## src/rtl/mv_job_scheduler.sv

```systemverilog
// mv_job_scheduler
// Sequences one matrix-vector job over the MAC array system. A job is a
// number of row-tile passes. The scheduler optionally clears the accumulators
// once, launches each pass, waits for the array to finish, and streams the
// captured accumulators out as one result beat per tile. It then pulses
// job_done. Only one job is in flight at a time.
//
// Parameters
//   ACC_W    accumulator lane width (four lanes per beat)
//   TILE_W   width of the tile count and the tile index
//   TIMEOUT  maximum WAIT cycles per tile before giving up (>= 2)
//
// Ports
//   clk, rst               clock (rising edge), asynchronous active-low reset
//   cmd_valid/cmd_ready    job request handshake; cmd_ready is high only in IDLE
//   cmd_tiles, cmd_clear   pass count and "clear accumulators first" flag
//   abort                  synchronous cancel of the running job
//   arr_start, arr_clear   one-cycle pulses to the array system
//   arr_busy, arr_done     array status; arr_done is a one-cycle pulse
//   arr_acc                {acc_3, acc_2, acc_1, acc_0} from the array
//   res_valid/res_ready    result beat handshake
//   res_data, res_tile     captured accumulators and the tile index of the beat
//   res_last               marks the final beat of the job
//   busy, job_done         activity flag and one-cycle completion pulse
//   err_timeout            sticky flag: a pass never reported arr_done

module mv_job_scheduler #(
    parameter int ACC_W   = 16,
    parameter int TILE_W  = 4,
    parameter int TIMEOUT = 1024
) (
    input  logic                clk,
    input  logic                rst,
    input  logic                cmd_valid,
    output logic                cmd_ready,
    input  logic [TILE_W-1:0]   cmd_tiles,
    input  logic                cmd_clear,
    input  logic                abort,
    output logic                arr_start,
    output logic                arr_clear,
    input  logic                arr_busy,
    input  logic                arr_done,
    input  logic [4*ACC_W-1:0]  arr_acc,
    output logic                res_valid,
    input  logic                res_ready,
    output logic [4*ACC_W-1:0]  res_data,
    output logic [TILE_W-1:0]   res_tile,
    output logic                res_last,
    output logic                busy,
    output logic                job_done,
    output logic                err_timeout
);

    localparam int              CNT_W   = $clog2(TIMEOUT);
    localparam logic [CNT_W-1:0] CNT_MAX = CNT_W'(TIMEOUT - 1);

    typedef enum logic [2:0] {
        IDLE,
        CLEAR,
        LAUNCH,
        WAIT,
        EMIT,
        DONE
    } state_t;

    state_t             state;
    state_t             next_state;
    logic [TILE_W-1:0]  tiles_q;
    logic [TILE_W-1:0]  tile_idx;
    logic [CNT_W-1:0]   wait_cnt;
    logic               last_tile;
    logic               timeout_hit;
    logic               kill;

    // tiles_q is at least 1 whenever a pass runs (a zero-tile job goes
    // straight to DONE), so tiles_q - 1 never underflows here.
    assign last_tile   = (tile_idx == tiles_q - TILE_W'(1));
    assign timeout_hit = (wait_cnt == CNT_MAX);
    assign kill        = abort && (state != IDLE);

    assign cmd_ready = (state == IDLE);
    assign busy      = (state != IDLE);
    assign res_valid = (state == EMIT);

    always_ff @(posedge clk or negedge rst) begin
        if (!rst) begin
            state <= IDLE;
        end else begin
            state <= next_state;
        end
    end

    // The start and clear pulses are decoded from the state so that
    // arr_start can appear on the cycle right after acceptance. They are
    // suppressed during an abort so the array is never kicked off by a job
    // that is being cancelled.
    always_comb begin
        next_state = state;
        arr_start  = 1'b0;
        arr_clear  = 1'b0;
        if (kill) begin
            next_state = IDLE;
        end else begin
            case (state)
                IDLE: begin
                    if (cmd_valid) begin
                        if (cmd_tiles == '0) begin
                            next_state = DONE;
                        end else if (cmd_clear) begin
                            next_state = CLEAR;
                        end else begin
                            next_state = LAUNCH;
                        end
                    end
                end
                CLEAR: begin
                    arr_clear  = 1'b1;
                    next_state = LAUNCH;
                end
                LAUNCH: begin
                    if (!arr_busy) begin
                        arr_start  = 1'b1;
                        next_state = WAIT;
                    end
                end
                WAIT: begin
                    if (arr_done) begin
                        next_state = EMIT;
                    end else if (timeout_hit) begin
                        next_state = DONE;
                    end
                end
                EMIT: begin
                    if (res_ready) begin
                        next_state = res_last ? DONE : LAUNCH;
                    end
                end
                DONE: begin
                    next_state = IDLE;
                end
                default: begin
                    next_state = IDLE;
                end
            endcase
        end
    end

    // job_done is registered off the DONE state, so it appears on the cycle
    // after DONE (two cycles after accepting a zero-tile job). The WAIT
    // counter is zeroed on every launch. arr_done is checked before the
    // timeout so that a completion on the last allowed cycle is kept.
    always_ff @(posedge clk or negedge rst) begin
        if (!rst) begin
            tiles_q     <= '0;
            tile_idx    <= '0;
            wait_cnt    <= '0;
            res_data    <= '0;
            res_tile    <= '0;
            res_last    <= 1'b0;
            job_done    <= 1'b0;
            err_timeout <= 1'b0;
        end else begin
            job_done <= (state == DONE) && !abort;
            if (!kill) begin
                case (state)
                    IDLE: begin
                        if (cmd_valid) begin
                            tiles_q     <= cmd_tiles;
                            tile_idx    <= '0;
                            err_timeout <= 1'b0;
                        end
                    end
                    LAUNCH: begin
                        wait_cnt <= '0;
                    end
                    WAIT: begin
                        if (arr_done) begin
                            res_data <= arr_acc;
                            res_tile <= tile_idx;
                            res_last <= last_tile;
                        end else if (timeout_hit) begin
                            err_timeout <= 1'b1;
                        end else begin
                            wait_cnt <= wait_cnt + CNT_W'(1);
                        end
                    end
                    EMIT: begin
                        if (res_ready && !res_last) begin
                            tile_idx <= tile_idx + TILE_W'(1);
                        end
                    end
                    default: begin
                    end
                endcase
            end
        end
    end

endmodule

```

## config.mk

```make
export PLATFORM = sky130hd
export DESIGN_NAME = mv_job_scheduler
export DESIGN_NICKNAME = d
export VERILOG_FILES = /design/src/rtl/mv_job_scheduler.sv
export SDC_FILE = /design/constraint.sdc
export NUM_CORES = 1
export LEC_CHECK = 0
export CAP_MARGIN = 15
export CORE_MARGIN = 8
export CORE_UTILIZATION = 44
export CTS_CLUSTER_SIZE = 30
export DETAILED_ROUTE_END_ITERATION = 7
export PLACE_DENSITY_LB_ADDON = 0.3
export REMOVE_ABC_BUFFERS = 1
export SYNTH_ARGS = -nofsm -noshare
export SYNTH_HDL_FRONTEND = slang
export SYNTH_SLANG_ARGS = --single-unit
```

## constraint.sdc

```tcl
create_clock -name clk -period 2.2 [get_ports clk]
set_input_delay 0.22 -clock clk [delete_from_list [all_inputs] [get_ports clk]]
set_output_delay 0.22 -clock clk [all_outputs]
set_load 0.01 [all_outputs]
```

==> impl_metrics.env <==
export IMPL_ys_warn_count=0
export IMPL_fin_nets=551
export IMPL_powerDensity_nw_per_um2=1230
export IMPL_reg2reg_depth=5
export IMPL_final_setup_viol_count=0
export IMPL_drive_gt1_frac=0.2264
export IMPL_r2r_end="state[2]"
export IMPL_overflow=0
export IMPL_slew_headroom=0.6195
export IMPL_viasPerCell=5.269
export IMPL_rows=35
export IMPL_track_usage=0.1766
export IMPL_cp_arrival_ns=1.83
export IMPL_netlist_area_um2=4065
export IMPL_hp_class="in -> async"
export IMPL_synth_most_common_cell="dfrtp_1"
export IMPL_num_vias=3098
export IMPL_drc=0
export IMPL_synthCells=316
export IMPL_drtAntennaViolNets=0
export IMPL_internal_power_uw=5074
export IMPL_io_buffers=151
export IMPL_status="complete, no violations"
export IMPL_pwr_share_comb=0.431
export IMPL_dp_final_hpwl_mm=8.451
export IMPL_clk_latency_ns=0.35
export IMPL_cp_max_fo=14
export IMPL_grt_pass1_vias=3232
export IMPL_async_flop_share=1.000
export IMPL_slew_viol_final=0
export IMPL_hold_violations=0
export IMPL_clockBufferDepth=2
export IMPL_switching_share=0.3129
export IMPL_rsz0062_at_grt="no"
export IMPL_required_ns=1.98
export IMPL_dp_cells=571
export IMPL_synth_distinct_cells=42
export IMPL_pwr_share_seq=0.379
export IMPL_cp_end_kind="primary output"
export IMPL_avgSynthCellArea_um2=12.86
export IMPL_core_area_um2=9109
export IMPL_die_width_um=112.1
export IMPL_finalCritPeriodShare=0.9340
export IMPL_yosysSeqAreaShare=0.5663
export IMPL_antenna_found_initial=0
export IMPL_crit_path_start_kind="flop"
export IMPL_cts_buffers=9
export IMPL_wirelength_mm=11.22
export IMPL_grt_max_degree=54
export IMPL_die_area_um2=12570
export IMPL_synth_top_area_frac=0.5663
export IMPL_root_buffer="clkbuf_8"
export IMPL_post_cts_buffers=0
export IMPL_ys_top_cells_by_count="92 x dfrtp_1, 68 x mux2_2, 18 x o21ai_0, 17 x nand2_1, 13 x nand3_1"
export IMPL_cts_sinks=92
export IMPL_r2r_setup_slack_ns=0.25
export IMPL_ys_seq_elements=92
export IMPL_placed_area_um2=5724
export IMPL_drv_cap=0
export IMPL_ys_flop_type="dfrtp_1"
export IMPL_synthTopCellsByArea="dfrtp_1 57%, mux2_2 19%, o21ai_0 2.2%"
export IMPL_antenna_cells=0
export IMPL_switchingPower_uw=2310
export IMPL_routedWlPerCell_um=19.08
export IMPL_die_h_um=112.1
export IMPL_dr_pass1_iters=4
export IMPL_gp_congestion=0.8615
export IMPL_cts_tree="yes"
export IMPL_ioPinCount=152
export IMPL_clk_pin_slew_ns=0.09
export IMPL_tightest_slew_ns=0.5655
export IMPL_num_fill_cells=694
export IMPL_first_iter_violations=145
export IMPL_postLayoutCellArea_um2=6006
export IMPL_path_class="reg -> out"
export IMPL_p_leak_uw=0.002577
export IMPL_cts_htree_levels=3
export IMPL_synth_edf_count=0
export IMPL_initial_core_util=0.4463
export IMPL_syn2layout_area_growth_pct=47.74
export IMPL_final_cells=588
export IMPL_fmax_mhz=486.7
export IMPL_ir_worst_vdd_mv=0.5154
export IMPL_reg2reg_from="wait_cnt[0]"
export IMPL_post_route_min_period_ns=2.055
export IMPL_clkPwrFrac=0.190
export IMPL_fin_skew_ns=0.01367
export IMPL_synth_top_area_cell="dfrtp_1"
export IMPL_grt_pass1_wl_mm=17.75
-- critical path: stages, from the launching register on --
cell and delay, ns:
dfrtp_2 0.55, nand2b_1 0.20, nor3_1 0.17, clkdlybuf4s50_1 0.57
-- per-layer routing --
| metal | part of all wire | GRT usage | up-vias |
|---|---|---|---|
| li1 | - | - | 1461 |
| met1 | 0.45 | 0.2245 | 1506 |
| met2 | 0.47 | 0.2878 | 126 |
| met3 | 0.080 | 0.05636 | 5 |
| met4 | 0.0041 | 0.03777 | 0 |
| met5 | 0 | 0 | - |
-- flip-flops by register name (all words and copies together) (netlist names) --
register,cells
res_data,64
wait_cnt,10
res_tile,4
tile_idx,4
tiles_q,4
state,3
err_timeout,1
job_done,1
res_last,1
-- worst max-delay path by stage --
stage / startpoint / end / slack (ns) / depth (start not counted)
after floorplan: state[1] / res_data[0] / -1.21 / 3
after global placement: abort / wait_cnt[9] / 0.22 / 5
after detailed placement: abort / wait_cnt[9] / 0.15 / 5
after CTS: state[2] / arr_start / 0.06 / 3
after global routing: state[0] / arr_clear / 0.005 / 3
final: state[0] / arr_clear / 0.15 / 3
-- placed cells by master, fill, tap and decap left out, types with 3 or more instances in the layout --
master	instances
dfrtp_1	89
nor2b_1	3
mux2_2	68
nand2b_1	7
ha_1	3
o31ai_1	10
and3_1	3
nor2_1	7
nor3_1	3
dfrtp_2	3
o21ai_0	18
nand4_1	7
bufinv_16	3
nand2_1	17
inv_1	6
clkdlybuf4s50_1	149
a21oi_1	6
nand3_1	12
xor2_1	4
buf_4	8
or3_1	7
clkbuf_8	10
-- power by group through the flow --
stage | Clock (uW) | Combinational (uW) | Sequential (uW)
after CTS | 1440 | 3220 | 2800
after detailed placement | 0 | 3210 | 2820
after global placement | 0 | 3130 | 2770
after floorplan | 0 | 1120 | 3060
final | 1400 | 3180 | 2800
after global routing | 1520 | 3410 | 2880
-- layout make-up --
cell class                      instances  area, um2  area share
Sequential cell                        92       2306      0.3840
Multi-Input combinational cell        202       1670      0.2781
Timing Repair Buffer                  161       1614      0.2688
Tap cell                              111      138.9     0.02312
Clock buffer                           10      137.6     0.02292
Clock inverter                          6      116.4     0.01938
Inverter                                6      22.52    0.003750
-- kinds of logic after synthesis --
| kind of cell | Yosys count | share of synthesized area |
|---|---|---|
| xor+xnor | 6 | 0.01293 |
| flops | 92 | 0.5663 |
| fa+ha+maj | 3 | 0.009235 |
| compound gates | 43 | 0.07048 |
| buf+inv | 22 | 0.02862 |
| simple gates | 80 | 0.1167 |
| mux | 70 | 0.1958 |
-- per-stage QoR --
stage	util	power, uW	hold slack, ns	setup WS [ns]	TNS [ns]
floorplan	-	4174	-0.07559	-1.206	-82.93
global placement	0.6284	5898	0.2415	0.2160	0
detailed placement	0.6284	6032	0.2444	0.1467	0
CTS	0.6591	7468	0.3773	0.06077	0
global route	0.6593	7805	0.4226	0.004955	0
finish	0.6593	7384	0.3781	0.1453	0
-- what timing repair did --
action | 4_1_cts | 5_1_grt
hold buffers | 1 | 0
endpoints found under the setup margin | 4 | 1
gates resized for setup | 5 | 1
endpoints found under the hold margin | 39 | 0
Note: power is estimated with default switching activity, not from simulation.
